[src/rtl/ram_access_ctrl.sv]
// ram_access_ctrl
//   Burst controller in front of a synchronous single-port RAM. A host request
//   (start address + length) is turned into a write burst, paced by the host's
//   Wr_valid beats, or a back-to-back read burst whose data returns on
//   Rd_data/Rd_valid two cycles after each read command.
//
//   Optional feature macro: RAM_CTRL_BOUND_EN
//     defined   : bursts running past DEPTH-1 are accepted, issue no commands,
//                 and raise a one-cycle Err pulse.
//     undefined : addresses wrap from DEPTH-1 to 0 and Err is tied low.
//
// Ports
//   CLK, RST                 clock, synchronous active-high reset
//   Req_valid/Req_ready      request handshake (Req_ready only in IDLE)
//   Req_write                1 = write burst, 0 = read burst
//   Req_addr, Req_len        burst start address, length minus one
//   Wr_data/Wr_valid/Wr_ready write beat stream
//   Rd_data/Rd_valid         read beat stream (no backpressure)
//   Busy, Err                not-IDLE flag, bound-error pulse
//   Mem_CS, Mem_W_R, Mem_Address, Mem_Data_in, Mem_Data_out  RAM port
//
// state | meaning
// IDLE  | waiting for a request, Req_ready high
// WRITE | one RAM write per accepted Wr_valid beat
// READ  | one RAM read command per cycle (Mem_CS high in this state)
// DRAIN | waiting for the last read data to leave the pipeline, or Err cycle
module ram_access_ctrl #(
  parameter int ADDR_WIDTH = 8,
  parameter int DATA_WIDTH = 8,
  parameter int DEPTH      = 256
) (
  input  logic                  CLK,
  input  logic                  RST,
  input  logic                  Req_valid,
  output logic                  Req_ready,
  input  logic                  Req_write,
  input  logic [ADDR_WIDTH-1:0] Req_addr,
  input  logic [ADDR_WIDTH-1:0] Req_len,
  input  logic [DATA_WIDTH-1:0] Wr_data,
  input  logic                  Wr_valid,
  output logic                  Wr_ready,
  output logic [DATA_WIDTH-1:0] Rd_data,
  output logic                  Rd_valid,
  output logic                  Busy,
  output logic                  Err,
  output logic                  Mem_CS,
  output logic                  Mem_W_R,
  output logic [ADDR_WIDTH-1:0] Mem_Address,
  output logic [DATA_WIDTH-1:0] Mem_Data_in,
  input  logic [DATA_WIDTH-1:0] Mem_Data_out
);

  typedef enum logic [1:0] {IDLE, WRITE, READ, DRAIN} state_t;

  state_t                  state_q, state_d;
  logic [ADDR_WIDTH-1:0]   addr_q, addr_d;
  logic [ADDR_WIDTH-1:0]   cnt_q, cnt_d;
  logic                    drain_q, drain_d;
  logic                    req_ready_q, req_ready_d;
  logic                    mem_cs_q, mem_cs_d;
  logic                    mem_w_r_q, mem_w_r_d;
  logic [ADDR_WIDTH-1:0]   mem_address_q, mem_address_d;
  logic [DATA_WIDTH-1:0]   mem_data_in_q, mem_data_in_d;
  logic                    rd_pend_q, rd_pend_d;
  logic                    rd_valid_q, rd_valid_d;
  logic [DATA_WIDTH-1:0]   rd_data_q, rd_data_d;
  logic                    err_q, err_d;

  function automatic logic [ADDR_WIDTH-1:0] next_addr(input logic [ADDR_WIDTH-1:0] a);
    return (a == ADDR_WIDTH'(DEPTH - 1)) ? '0 : a + 1'b1;
  endfunction

`ifdef RAM_CTRL_BOUND_EN
  logic [ADDR_WIDTH:0] end_addr;
  logic                oob;
  assign end_addr = {1'b0, Req_addr} + {1'b0, Req_len};
  assign oob      = end_addr > (ADDR_WIDTH + 1)'(DEPTH - 1);
`endif

  always_comb begin
    state_d       = state_q;
    addr_d        = addr_q;
    cnt_d         = cnt_q;
    drain_d       = drain_q;
    mem_cs_d      = 1'b0;
    mem_w_r_d     = 1'b0;
    mem_address_d = mem_address_q;
    mem_data_in_d = mem_data_in_q;
    err_d         = 1'b0;
    // Registered RAM read: command in C, data on Mem_Data_out in C+1,
    // captured at the end of C+1 so Rd_valid is high in C+2.
    rd_pend_d     = mem_cs_q & ~mem_w_r_q;
    rd_valid_d    = rd_pend_q;
    rd_data_d     = rd_pend_q ? Mem_Data_out : rd_data_q;

    unique case (state_q)
      IDLE: begin
        if (Req_valid && req_ready_q) begin
          cnt_d = Req_len;
`ifdef RAM_CTRL_BOUND_EN
          // One DRAIN cycle carries the Err pulse, then back to IDLE.
          if (oob) begin
            state_d = DRAIN;
            drain_d = 1'b0;
            err_d   = 1'b1;
          end else
`endif
          if (Req_write) begin
            state_d = WRITE;
            addr_d  = Req_addr;
          end else begin
            // First read command goes out on the edge that enters READ, so
            // READ cycles and command cycles coincide.
            state_d       = READ;
            mem_cs_d      = 1'b1;
            mem_address_d = Req_addr;
            addr_d        = next_addr(Req_addr);
          end
        end
      end
      WRITE: begin
        if (Wr_valid) begin
          mem_cs_d      = 1'b1;
          mem_w_r_d     = 1'b1;
          mem_address_d = addr_q;
          mem_data_in_d = Wr_data;
          addr_d        = next_addr(addr_q);
          if (cnt_q == '0) state_d = IDLE;
          else             cnt_d   = cnt_q - 1'b1;
        end
      end
      READ: begin
        if (cnt_q == '0) begin
          state_d = DRAIN;
          drain_d = 1'b1;
        end else begin
          mem_cs_d      = 1'b1;
          mem_address_d = addr_q;
          addr_d        = next_addr(addr_q);
          cnt_d         = cnt_q - 1'b1;
        end
      end
      DRAIN: begin
        if (drain_q == 1'b0) state_d = IDLE;
        else                 drain_d = 1'b0;
      end
      default: state_d = IDLE;
    endcase

    req_ready_d = (state_d == IDLE);
  end

  always_ff @(posedge CLK) begin
    if (RST) begin
      state_q       <= IDLE;
      addr_q        <= '0;
      cnt_q         <= '0;
      drain_q       <= 1'b0;
      req_ready_q   <= 1'b0;
      mem_cs_q      <= 1'b0;
      mem_w_r_q     <= 1'b0;
      mem_address_q <= '0;
      mem_data_in_q <= '0;
      rd_pend_q     <= 1'b0;
      rd_valid_q    <= 1'b0;
      rd_data_q     <= '0;
      err_q         <= 1'b0;
    end else begin
      state_q       <= state_d;
      addr_q        <= addr_d;
      cnt_q         <= cnt_d;
      drain_q       <= drain_d;
      req_ready_q   <= req_ready_d;
      mem_cs_q      <= mem_cs_d;
      mem_w_r_q     <= mem_w_r_d;
      mem_address_q <= mem_address_d;
      mem_data_in_q <= mem_data_in_d;
      rd_pend_q     <= rd_pend_d;
      rd_valid_q    <= rd_valid_d;
      rd_data_q     <= rd_data_d;
      err_q         <= err_d;
    end
  end

  assign Req_ready   = req_ready_q;
  assign Wr_ready    = (state_q == WRITE);
  assign Busy        = (state_q != IDLE);
  assign Rd_valid    = rd_valid_q;
  assign Rd_data     = rd_data_q;
  assign Mem_CS      = mem_cs_q;
  assign Mem_W_R     = mem_w_r_q;
  assign Mem_Address = mem_address_q;
  assign Mem_Data_in = mem_data_in_q;
`ifdef RAM_CTRL_BOUND_EN
  assign Err = err_q;
`else
  assign Err = 1'b0;
`endif

endmodule

[config.mk]
export PLATFORM = sky130hd
export DESIGN_NAME = ram_access_ctrl
export DESIGN_NICKNAME = d
export VERILOG_FILES = /design/src/rtl/ram_access_ctrl.sv
export SDC_FILE = /design/constraint.sdc
export NUM_CORES = 1
export LEC_CHECK = 0
export ABC_CLOCK_PERIOD_IN_PS = 2700
export CAP_MARGIN = 40
export CORE_MARGIN = 2
export CORE_UTILIZATION = 45
export DETAILED_ROUTE_END_ITERATION = 8
export PLACE_DENSITY = 0.75
export SYNTH_ARGS = -nofsm -noshare
export SYNTH_HDL_FRONTEND = slang
export SYNTH_SLANG_ARGS = --single-unit
[constraint.sdc]
create_clock -name CLK -period 2.7 [get_ports CLK]
set_input_delay 0.54 -clock CLK [delete_from_list [all_inputs] [get_ports CLK]]
set_output_delay 0.54 -clock CLK [all_outputs]
set_load 0.01 [all_outputs]
; ---- Word-level counts from Yosys, hierarchy flattened
; Cells that the tools add are included.
[totals]
in_bits = 37
regBits = 48
[classes]
bitwise = 3
reduce_logical = 13
n_eq_ne = 10
add_sub_neg = 3
mux = 30
[ops]
columns = op, count
row1 = 2-to-1 mux 8 bit, 13
row2 = case mux 8 bit (3 select lines), 3
row3 = adder 8 x 1 -> 8 bit (second input constant), 2
row4 = == test 8 bit (second input constant), 2
row5 = 2-to-1 mux 2 bit, 6
row6 = inequality test 2 bit (second input constant), 5
row7 = logical NOT 8 bit, 1
row8 = case mux 2 bit (4 select lines), 1
row9 = subtractor 8 x 1 -> 8 bit (second input constant), 1
row10 = 2-to-1 mux 1 bit, 5
row11 = AND reduction 5 bit, 1
row12 = == test 2 bit (second input constant), 2
row13 = logical NOT 2 bit, 2
row14 = AND reduction 2 bit, 2
row15 = AND reduction 4 bit, 1
row16 = nonzero test 2 bit, 2
row17 = case mux 1 bit (3 select lines), 1
row18 = AND reduction 3 bit, 1
row19 = nonzero test 3 bit, 1
row20 = == test 2 x 1 -> 1 bit (second input constant), 1
row21 = inverter 1 bit, 2
row22 = case mux 1 bit (2 select lines), 1
row23 = OR reduction 2 bit, 1
row24 = AND 1 bit, 1
row25 = logical AND 1 bit, 1

; ---- Longest topological paths before layout
; Gate-level depths: netlist of the first run.
[logic_depth]
depth_word = 5
ltp_mapped = 9

; ---- Worst setup path before layout of the first run
; OpenSTA, ideal clock, no wires.
[synth_timing]
kind = flip-flop to flip-flop
start = reg state_q[1]
end = reg mem_address_q[5] (netlist: Mem_Address[5])
t_required_ns = 2.621
path_slack_ns = 0.742
arrival_time_ns = 1.879
n_path_buf = 1
synth_period_minus_slack_ns = 1.958
stages_incl_launch_ff = 8
path_cell_list = dfxtp_1 inv_1 ha_1 a221o_2 a221oi_4 buf_6 nor2_1 a211oi_2
[synth_between]
elab_chain_len = 3
word_cells_on_any_way = 10
classes_between = 6 x eq/ne / 1 x mux / 3 x reduce/logical
[synth_lines]
columns = element, line_no
row1 = "start, declared", 55  ; state_t state_q, state_d;
row2 = "start signal, assigned", 169  ; state_q <= state_d;
row3 = == test 2 x 1 -> 1 bit *, n/a
row4 = via Wr_ready, 41  ; output logic Wr_ready,
row5 = inequality test 2 bit (no source line) or nonzero test 3 bit (tied branches), n/a
row6 = AND reduction 5 bit (no source line), n/a
row7 = "end signal, assigned", 176  ; mem_address_q <= mem_address_d;
row8 = "end, declared", 62  ; logic [ADDR_WIDTH-1:0] mem_address_q, mem_address_d;
; Mark *: on every way through the listed nets, which the timed path passes. The rest lies on a longest branch.
; A chain may end at the register's enable or synchronous reset.

; ---- Final worst setup path of the first run
[layout_timing]
start = reg state_q[0]
end = out Busy
[layout_between]
elab_chain_len = 1
[layout_lines]
columns = element, line_no
row1 = nonzero test 2 bit, 187  ; assign Busy = (state_q != IDLE);
row2 = "end, declared", 44  ; output logic Busy,
; No other way between the ends.

==> results of run 1 <==
## per-layer routing
layer	global-route usage [%]	wire, um	share of wire [%]
met1	28.1	2930	47
met2	31.4	2970	48
met3	2.50	284	4.6
met4	7.24	49	0.79
met5	0	0	0
## cells by family after synthesis
logic type      after synthesis  synth area share [%]
compound gates               84                  22.4
fa+ha+maj                     9                  4.41
simple gates                121                  22.1
buf+inv                      27                  4.55
mux                          17                  6.66
xor+xnor                      6                  2.06
other cells                   1                 0.147
flops                        48                  37.6
## metrics by stage
step / hold WS (ns) / worst slack (ns) / power (uW) / util, %
finish: 0.433 / 0.406 / 1910 / 62.2
global route: 0.455 / 0.310 / 2010 / 62.2
CTS: 0.436 / 0.393 / 1930 / 62.2
detailed placement: 0.423 / 0.273 / 1380 / 60.0
global placement: 0.408 / 0.305 / 1370 / 60.0
floorplan: 0.441 / 0.742 / 1180 / -
## Yosys cell counts, drive strengths merged (4+ instances only)
cell,n
nand3,6
inv,9
ha,9
o21ai,19
clkbuf,13
a211oi,10
buf,4
mux2i,17
nand2,46
nor2,35
dfxtp,48
nor3,4
nor4,5
a21oi,25
nor2b,5
xor2,4
## placed cells by master (no fill, tap or decap), types with 3 or more instances in the layout
cell type,synthesis,routed
a211oi_1,8,8
a21o_1,3,3
a21oi_1,24,24
a31oi_1,3,3
buf_4,2,10
clkbuf_8,0,6
clkdlybuf4s50_1,0,66
dfxtp_1,48,48
ha_1,9,9
inv_1,8,8
mux2i_1,17,17
nand2_1,46,46
nand3_1,6,6
nand4_1,3,3
nor2_1,35,35
nor2b_1,5,5
nor3_1,4,4
nor4_1,4,4
o211ai_1,3,3
o21ai_0,18,18
or4_1,3,3
xor2_1,4,4
## final cells by class
cell class                      instances  area, um^2
Inverter                               10        37.5
Timing Repair Buffer                   76         736
Sequential cell                        48         961
Fill cell                             489        2080
Clock inverter                          2        38.8
Clock buffer                            6        82.6
Multi-Input combinational cell        238        1480
Tap cell                               72        90.1
## how the worst max path moves through the flow
stage	cells past startpoint	slack, ns	endpoint	start
6_report	4	0.41	Busy	state_q[0]
5_1_grt	4	0.31	Busy	state_q[0]
4_1_cts	4	0.39	Busy	state_q[0]
3_5_place_dp	6	0.27	addr_q[5]	Wr_valid
3_3_place_gp	6	0.31	addr_q[5]	Wr_valid
2_1_floorplan	7	0.74	Mem_Address[5]	state_q[1]
## sequential cells by signal, summed over array words and instances, names as in the netlist
register     count
Mem_Address      8
rd_pend_q        1
Rd_valid         1
addr_q           8
Mem_Data_in      8
Rd_data          8
Mem_W_R          1
cnt_q            8
drain_q          1
state_q          2
Req_ready        1
Mem_CS           1
## worst reg2reg max path, stage by stage, from the launching register on
cell	delay, ns
dfxtp_1	0.40
inv_1	0.12
ha_1	0.30
a221o_2	0.49
a21oi_2	0.31
o21ai_0	0.16
a32o_1	0.28
## power by group through the flow
| stage | Combinational (uW) | Sequential, uW | Clock (uW) |
|---|---|---|---|
| floorplan | 341 | 836 | 0 |
| global placement | 530 | 840 | 0 |
| detailed placement | 538 | 841 | 0 |
| CTS | 542 | 824 | 563 |
| global route | 594 | 834 | 586 |
| finish | 543 | 825 | 542 |
==> impl_metrics.csv, run 1 <==
group,metric,value,unit
outcome,status,"completed",
synthesis,yosysTopAreaCell,"dfxtp_1",
setup_path,path_buf_inv,3,
sta,hold_viol_final,0,
clock_tree,holdBufCountCts,0,
setup_path,slowest_delay,0.55,ns
synthesis,async_reset_ff_share,0,%
clock_tree,htreeDepth,2,
power_and_ir_drop,pwr_density_cell,558,mW/mm^2
min_path,min_from,"Mem_W_R",
synthesis,synth_area,0.00255,mm^2
routing,ant_nets,0,
layout,fin_area,0.00342,mm^2
routing,vias,2445,
placement,routabilityCongestion,0.890,
global_routing,grt_pass1_vias,2164,
power_and_ir_drop,pwr-share-clk,28.4,%
power_and_ir_drop,power_frac_seq,43.2,%
setup_path,end_kind,"output port",
power_and_ir_drop,pwr-share-comb,28.4,%
setup_path,r2r-start,"state_q[0]",
floorplan,die_y,79.4,um
synthesis,syn-instance-count,313,
sta,maxSlewViolCount,0,
synthesis,synth_edf_count,0,
clock_tree,cts_setup_buffers,0,
routing,wl,6.24,mm
setup_path,crit_path_start_kind,"flop",
sta,rsz0062_at_grt,"no",
min_path,worstHoldEndpoint,"rd_pend_q",
synthesis,syn_nets,359,
routing,drt-vias-per-instance,5.41,
clock_tree,cts_resized,0,
power_and_ir_drop,leakage,0.00122,uW
floorplan,start_util,46.4,%
layout,drive_above_1_share,6.84,%
min_path,worstHoldPathType,"flop to flop",
setup_path,r2r_slack,0.56,ns
clock_tree,cts.reportedPaths.clkPinSlew,0.09,ns
floorplan,fp.dieW,79.4,um
clock_tree,ctsLongestPathBuffers,2,
placement,placed_area,0.00330,mm^2
floorplan,core.rowCount,27,
routing,drt-initial-drc-count,163,
setup_path,arrival,1.75,ns
synthesis,yosysWarnings,0,
global_routing,grt_pass1_wl,10.1,mm
routing,wire_per_inst,13.8,um
sta,finalCritPeriodShare,85.0,%
setup_path,cp_max_fo,5,
synthesis,synthDistinctLibCells,56,
synthesis,ys_ff_latch,48,
layout,num-nets-final,425,
setup_path,crit_chain,"inv_1 > ha_1 > inv_1 > clkdlybuf4s50_1",
clock_tree,cts_sinks,48,
clock_tree,tritoncts,"built",
setup_path,crit_family,"buffers and inverters",
floorplan,num_io_pins,68,
synthesis,synth.area.top_cells,"dfxtp_1 (38%), nand2_1 (6.8%), mux2i_1 (6.7%), nor2_1 (5.1%), a21oi_1 (4.7%)",
sta,setup_viol,0,
power_and_ir_drop,p_sw,589,uW
synthesis,ys.flop_type,"dfxtp_1",
layout,syn2layout_area_growth,34.0,%
global_routing,antenna_found_initial,0,
power_and_ir_drop,switching_share,30.9,%
sta,final.setup.tns,0,ns
floorplan,core,0.00551,mm^2
placement,io_buffer_count,66,
routing,dr.pass1.iters,4,
sta,clock_skew,0.0113,ns
setup_path,crit_top_cell,"inv_1",
synthesis,yosysSeqAreaShare,37.6,%
power_and_ir_drop,internal-power,1320,uW
setup_path,crit_type,"flop to output port",
setup_path,required,2.16,ns
setup_path,regToRegEndpoint,"addr_q[5]",
layout,final_cells,452,
clock_tree,cts_root_buf,"clkbuf_8",
placement,dpl.cell_count,444,
setup_path,r2r_cells,6,
layout,num_antenna_cells,0,
sta,finalCriticalPeriod,2.29,ns
clock_tree,clkLatencyLatePin,0.30,ns
clock_tree,numCtsBuffers,5,
global_routing,grt.overflow.total,0,
routing,drt_drc_violations_left,0,
min_path,hold_depth,1,
placement,dp_hpwl,4.66,mm
synthesis,syn_avg_cell_area,8.16,um^2
setup_path,cpMaxStageDelayCell,"clkdlybuf4s50_1",
floorplan,die_area,0.00630,mm^2
power_and_ir_drop,ir_drop,0.000264,V
global_routing,track_usage,20.0,%
synthesis,synth_top_area_share,37.6,%
job,drv_cap,0,
global_routing,grt_max_degree,33,
sta,fmax,436,MHz
(Power assumes the default switching activity.)
==> run 2: changes to the inputs <==
Settings changed: ABC_CLOCK_PERIOD_IN_PS 2700 to 2150.
Clock period 2.7 ns to 2.15 ns, I/O delays scaled along.
==> impl_metrics.csv, run 2 (synthesis results as in run 1) <==
group,metric,value,unit
min_path,worstHoldEndpoint,"rd_pend_q",
sta,maxSlewViolCount,0,
layout,final_util,63.3,%
setup_path,cp_max_fo,6,
clock_tree,numCtsBuffers,5,
floorplan,core.rowCount,27,
global_routing,grt_pass1_wl,10.9,mm
sta,rsz0062_at_grt,"no",
floorplan,start_util,46.4,%
global_routing,grt_max_degree,33,
layout,drive_above_1_share,9.51,%
global_routing,grt_pass1_vias,2285,
setup_path,slowest_delay,0.59,ns
routing,vias,2508,
routing,drt-initial-drc-count,161,
routing,wire_per_inst,14.0,um
setup_path,arrival,1.61,ns
floorplan,die_area,0.00630,mm^2
power_and_ir_drop,ir_drop,0.000394,V
setup_path,path_buf_inv,2,
layout,num_antenna_cells,0,
floorplan,fp.dieW,79.4,um
global_routing,met3_usage,3.75,%
global_routing,grtUsageMet2,32.2,%
floorplan,die_y,79.4,um
power_and_ir_drop,leakage,0.00126,uW
setup_path,r2r-start,"state_q[0]",
setup_path,r2r_slack,0.19,ns
sta,setup_ws,0.110,ns
sta,setup_viol,0,
layout,final_cell_mix,"clkdlybuf4s50_1 (65), dfxtp_1 (46), nand2_1 (46)",
job,drv_cap,0,
placement,dp_hpwl,4.82,mm
clock_tree,cts_setup_buffers,0,
global_routing,grt-busiest-layer,"met2",
global_routing,track_usage,21.2,%
setup_path,crit_chain,"inv_1 > ha_1 > clkdlybuf4s50_1",
global_routing,use_met1,31.2,%
layout,num-nets-final,434,
setup_path,end_kind,"output port",
min_path,hold_depth,1,
global_routing,grt.overflow.total,0,
setup_path,required,1.72,ns
clock_tree,clkLatencyLatePin,0.30,ns
clock_tree,cts_sinks,48,
routing,ant_nets,0,
sta,hold_viol_final,0,
layout,fillers,473,
setup_path,crit_path_start_kind,"flop",
sta,finalCriticalPeriod,2.04,ns
clock_tree,cts.reportedPaths.clkPinSlew,0.09,ns
min_path,worstHoldPathType,"flop to flop",
setup_path,crit_type,"flop to output port",
placement,place_ws,-0.00361,ns
routing,dr.pass1.iters,4,
global_routing,antenna_found_initial,0,
outcome,status,"completed",
setup_path,crit_family,"buffers and inverters",
sta,finalCritPeriodShare,94.9,%
layout,layout.cells.most_common,"clkdlybuf4s50_1",
placement,routabilityCongestion,0.901,
clock_tree,htreeDepth,2,
sta,fmax,490,MHz
setup_path,regToRegEndpoint,"addr_q[5]",
floorplan,core,0.00551,mm^2
min_path,min_from,"Mem_W_R",
power_and_ir_drop,pwr_density_cell,663,mW/mm^2
sta,clock_skew,0.00539,ns
clock_tree,cts_root_buf,"clkbuf_8",
setup_path,cpMaxStageDelayCell,"clkdlybuf4s50_1",
clock_tree,ctsLongestPathBuffers,2,
floorplan,num_io_pins,68,
routing,drt-vias-per-instance,5.44,
placement,io_buffer_count,66,
routing,wl,6.43,mm
routing,drt_drc_violations_left,0,
layout,syn2layout_area_growth,36.3,%
clock_tree,tritoncts,"built",
setup_path,r2r_cells,6,
run 2: cell type report:
type | instances | area [um^2] | area share, %
clock buffers | 7 | 86.3 | 2.48
clock inverters | 1 | 7.51 | 0.216
inverters | 10 | 37.5 | 1.08
multi-input cells | 238 | 1480 | 42.5
flip-flops and latches | 48 | 963 | 27.7
well taps | 72 | 90.1 | 2.59
repair buffers | 85 | 818 | 23.5
run 2: per-stage QoR:
stage           TNS, ns  hold WS, ns  instance area [um^2]  total power (uW)  cells
2_1_floorplan         0        0.441                  2550              1480    313
3_3_place_gp          0        0.409                  3380              1750    453
3_5_place_dp   -0.00361        0.442                  3380              1770    453
4_1_cts               0        0.457                  3480              2320    461
5_1_grt               0        0.484                  3480              2450    461
6_report              0        0.450                  3480              2310    461
run 2: worst max-delay path by stage:
| stage | start | endpoint | slack [ns] | depth (start not counted) |
|---|---|---|---|---|
| final | state_q[1] | Wr_ready | 0.11 | 3 |
| after global routing | state_q[0] | addr_q[5] | 0.06 | 6 |
| after CTS | state_q[0] | Busy | 0.004 | 4 |
| after detailed placement | Req_valid | cnt_q[5] | -0.004 | 7 |
| after global placement | Req_valid | cnt_q[2] | 0.009 | 7 |
| after floorplan | state_q[1] | Mem_Address[5] | 0.19 | 7 |
run 2: power breakdown:
group / switching [uW] / internal, uW
Combinational: 378 / 341
Sequential: 73.7 / 963
Clock: 291 / 262
Total: 743 / 1570
run 2: metal layers:
| layer | share of wire, % | wire [um] | vias to the layer above |
|---|---|---|---|
| met5 | 0 | 0 | - |
| met4 | 0.53 | 34 | 0 |
| met3 | 5.3 | 341 | 4 |
| met2 | 46 | 2950 | 73 |
| met1 | 48 | 3110 | 1159 |
| li1 | - | - | 1272 |
run 2: timing repair:
item / in CTS / in global routing
resized for setup: 2 / 2
hold buffers: 0 / 0
endpoints found under the setup margin: 1 / 1
==> run 3: changes to the inputs <==
Settings changed: ABC_AREA set to 1, PLACE_DENSITY 0.75 to 0.74.
==> impl_metrics.csv, run 3 <==
group,metric,value,unit
min_path,hold_depth,1,
routing,drt-vias-per-instance,5.01,
setup_path,cp_max_fo,4,
power_and_ir_drop,ir_drop,0.000681,V
global_routing,grt_pass1_vias,2566,
synthesis,yosysMostFrequentCell,"nand2_1",
setup_path,arrival,1.56,ns
clock_tree,ctsLongestPathBuffers,2,
floorplan,start_util,47.3,%
power_and_ir_drop,pwr-share-comb,50.2,%
synthesis,syn-instance-count,412,
setup_path,r2r_cells,9,
routing,drt-initial-drc-count,149,
synthesis,synth_area,0.00265,mm^2
layout,final_cell_mix,"nand2_1 (93), nor2_1 (79), clkdlybuf4s50_1 (65)",
global_routing,grt_max_degree,22,
floorplan,core,0.00561,mm^2
floorplan,core.rowCount,27,
layout,final_cells,554,
layout,drive_above_1_share,6.85,%
clock_tree,cts.reportedPaths.clkPinSlew,0.09,ns
clock_tree,holdBufCountCts,0,
layout,fillers,553,
setup_path,cpMaxStageDelayCell,"clkdlybuf4s50_1",
sta,final.setup.tns,0,ns
setup_path,crit_path_start_kind,"flop",
setup_path,slowest_delay,0.56,ns
synthesis,yosysWarnings,0,
routing,ant_nets,0,
setup_path,r2r-start,"state_q[1]",
outcome,status,"completed",
setup_path,crit_type,"flop to output port",
routing,drt_drc_violations_left,0,
sta,finalCritPeriodShare,92.5,%
min_path,min_from,"Mem_W_R",
setup_path,regToRegEndpoint,"Mem_Address[2]",
clock_tree,tritoncts,"built",
synthesis,yosysTopAreaCell,"dfxtp_1",
placement,dp_hpwl,5.05,mm
clock_tree,htreeDepth,2,
placement,routabilityCongestion,0.916,
sta,hold_viol_final,0,
synthesis,synth_top_area_share,36.2,%
synthesis,ys.flop_type,"dfxtp_1",
synthesis,syn_nets,458,
floorplan,fp.dieW,80.8,um
routing,dr.pass1.iters,4,
sta,finalCriticalPeriod,1.99,ns
floorplan,die_area,0.00653,mm^2
layout,num_antenna_cells,0,
setup_path,crit_family,"buffers and inverters",
setup_path,required,1.72,ns
synthesis,syn_avg_cell_area,6.44,um^2
global_routing,track_usage,21.9,%
setup_path,crit_chain,"inv_1 > ha_1 > clkdlybuf4s50_1",
setup_path,path_buf_inv,2,
global_routing,grt.overflow.total,0,
routing,wl,6.92,mm
clock_tree,cts_sinks,48,
routing,wire_per_inst,12.5,um
min_path,worstHoldEndpoint,"rd_pend_q",
job,drv_cap,0,
clock_tree,cts_setup_buffers,0,
placement,io_buffer_count,66,
synthesis,ys_ff_latch,48,
clock_tree,cts_root_buf,"clkbuf_8",
global_routing,antenna_found_initial,0,
layout,layout.cells.most_common,"nand2_1",
clock_tree,clkLatencyLatePin,0.30,ns
setup_path,end_kind,"output port",
power_and_ir_drop,power_frac_seq,31.6,%
setup_path,r2r_slack,0.33,ns
placement,dpl.cell_count,547,
power_and_ir_drop,p_sw,1710,uW
power_and_ir_drop,switching_share,41.2,%
layout,syn2layout_area_growth,33.7,%
sta,maxSlewViolCount,0,
power_and_ir_drop,internal-power,2440,uW
global_routing,grt_pass1_wl,11.5,mm
synthesis,yosysSeqAreaShare,36.2,%
synthesis,synthDistinctLibCells,30,
synthesis,async_reset_ff_share,0,%
sta,setup_viol,0,
power_and_ir_drop,pwr_density_cell,1170,mW/mm^2
sta,clock_skew,0.00702,ns
floorplan,die_y,80.8,um
power_and_ir_drop,leakage,0.00159,uW
layout,num-nets-final,528,
synthesis,synth_common_cells,"nand2_1 (93), nor2_1 (79), dfxtp_1 (48), o21ai_0 (42), inv_1 (38)",
clock_tree,numCtsBuffers,5,
synthesis,synth_edf_count,0,
synthesis,synth.area.top_cells,"dfxtp_1 (36%), nand2_1 (13%), nor2_1 (11%), o21ai_0 (7.9%), inv_1 (5.4%)",
floorplan,num_io_pins,68,
power_and_ir_drop,pwr-share-clk,18.3,%
routing,vias,2775,
sta,rsz0062_at_grt,"no",
min_path,worstHoldPathType,"flop to flop",
sta,fmax,503,MHz
==> run 3: how the worst max path moves through the flow <==
stage	startpoint	cells past startpoint	slack, ns	to
after floorplan	state_q[0]	8	0.54	cnt_q[4]
after global placement	Wr_valid	10	0.15	addr_q[6]
after detailed placement	Wr_valid	10	0.12	addr_q[6]
after CTS	state_q[1]	4	0.02	Busy
after global routing	state_q[1]	3	0.09	Wr_ready
final	state_q[1]	3	0.16	Wr_ready
==> run 3: layout make-up <==
class                           count  area, um^2  area share (%)
Tap cell                           72        90.1            2.54
Clock buffer                        5        68.8            1.94
Sequential cell                    48         963            27.2
Inverter                           43         164            4.62
Clock inverter                      2        60.1            1.69
Timing Repair Buffer               77         746            21.0
Multi-Input combinational cell    307        1460            41.0
==> run 3: logic make-up (layout without fill, tap and decap cells) <==
kind of cell    after synthesis  count (layout)  share of synthesized area (%)
compound gates               73              73                           14.5
xor+xnor                      3               3                          0.990
fa+ha+maj                     9               9                           4.24
buf+inv                      57             127                           8.96
flops                        48              48                           36.2
other cells                   1               1                          0.141
simple gates                221             221                           35.0
==> run 3: layer usage <==
metal | part of all wire, % | routed length [um] | global-route usage [%] | vias to the layer above
li1 | - | - | - | 1450
met1 | 46 | 3170 | 28.0 | 1257
met2 | 50 | 3430 | 38.3 | 62
met3 | 3.9 | 268 | 3.78 | 6
met4 | 0.84 | 58 | 5.76 | 0
met5 | 0 | 0 | 0 | -
==> run 3: power by group through the flow <==
stage | logic (uW) | registers [uW] | clock network, uW
after CTS | 2080 | 1310 | 771
after floorplan | 1360 | 1340 | 0
final | 2080 | 1310 | 756
after global placement | 2020 | 1320 | 0
after detailed placement | 2060 | 1330 | 0
after global routing | 2360 | 1340 | 804
==> run 3: worst reg2reg max path: cells and delay by family, from the launching register on <==
family / cells / cell delay, ns
adder cells (fa/ha/maj): 1 / 0.24
AND/OR/NAND/NOR: 4 / 0.43
buffers and inverters: 2 / 0.35
flip-flops: 1 / 0.37
AO/OA/AOI/OAI: 2 / 0.37
==> run 3: repair_timing <==
action                     in CTS  in global routing
setup endpoints to repair       1                  1
resized for setup               1                  2
pin swaps                       0                  0
==> run 3: metrics by stage <==
stage                     instance area [um^2]  util, %  hold slack [ns]  power, uW  setup slack, ns
after floorplan                           2650        -            0.443       2700            0.542
after global placement                    3410     60.9            0.407       3340            0.146
after detailed placement                  3410     60.9            0.415       3380            0.119
after CTS                                 3540     63.2            0.436       4160           0.0151
after global routing                      3550     63.3            0.459       4510           0.0866
final                                     3550     63.3            0.437       4140            0.160
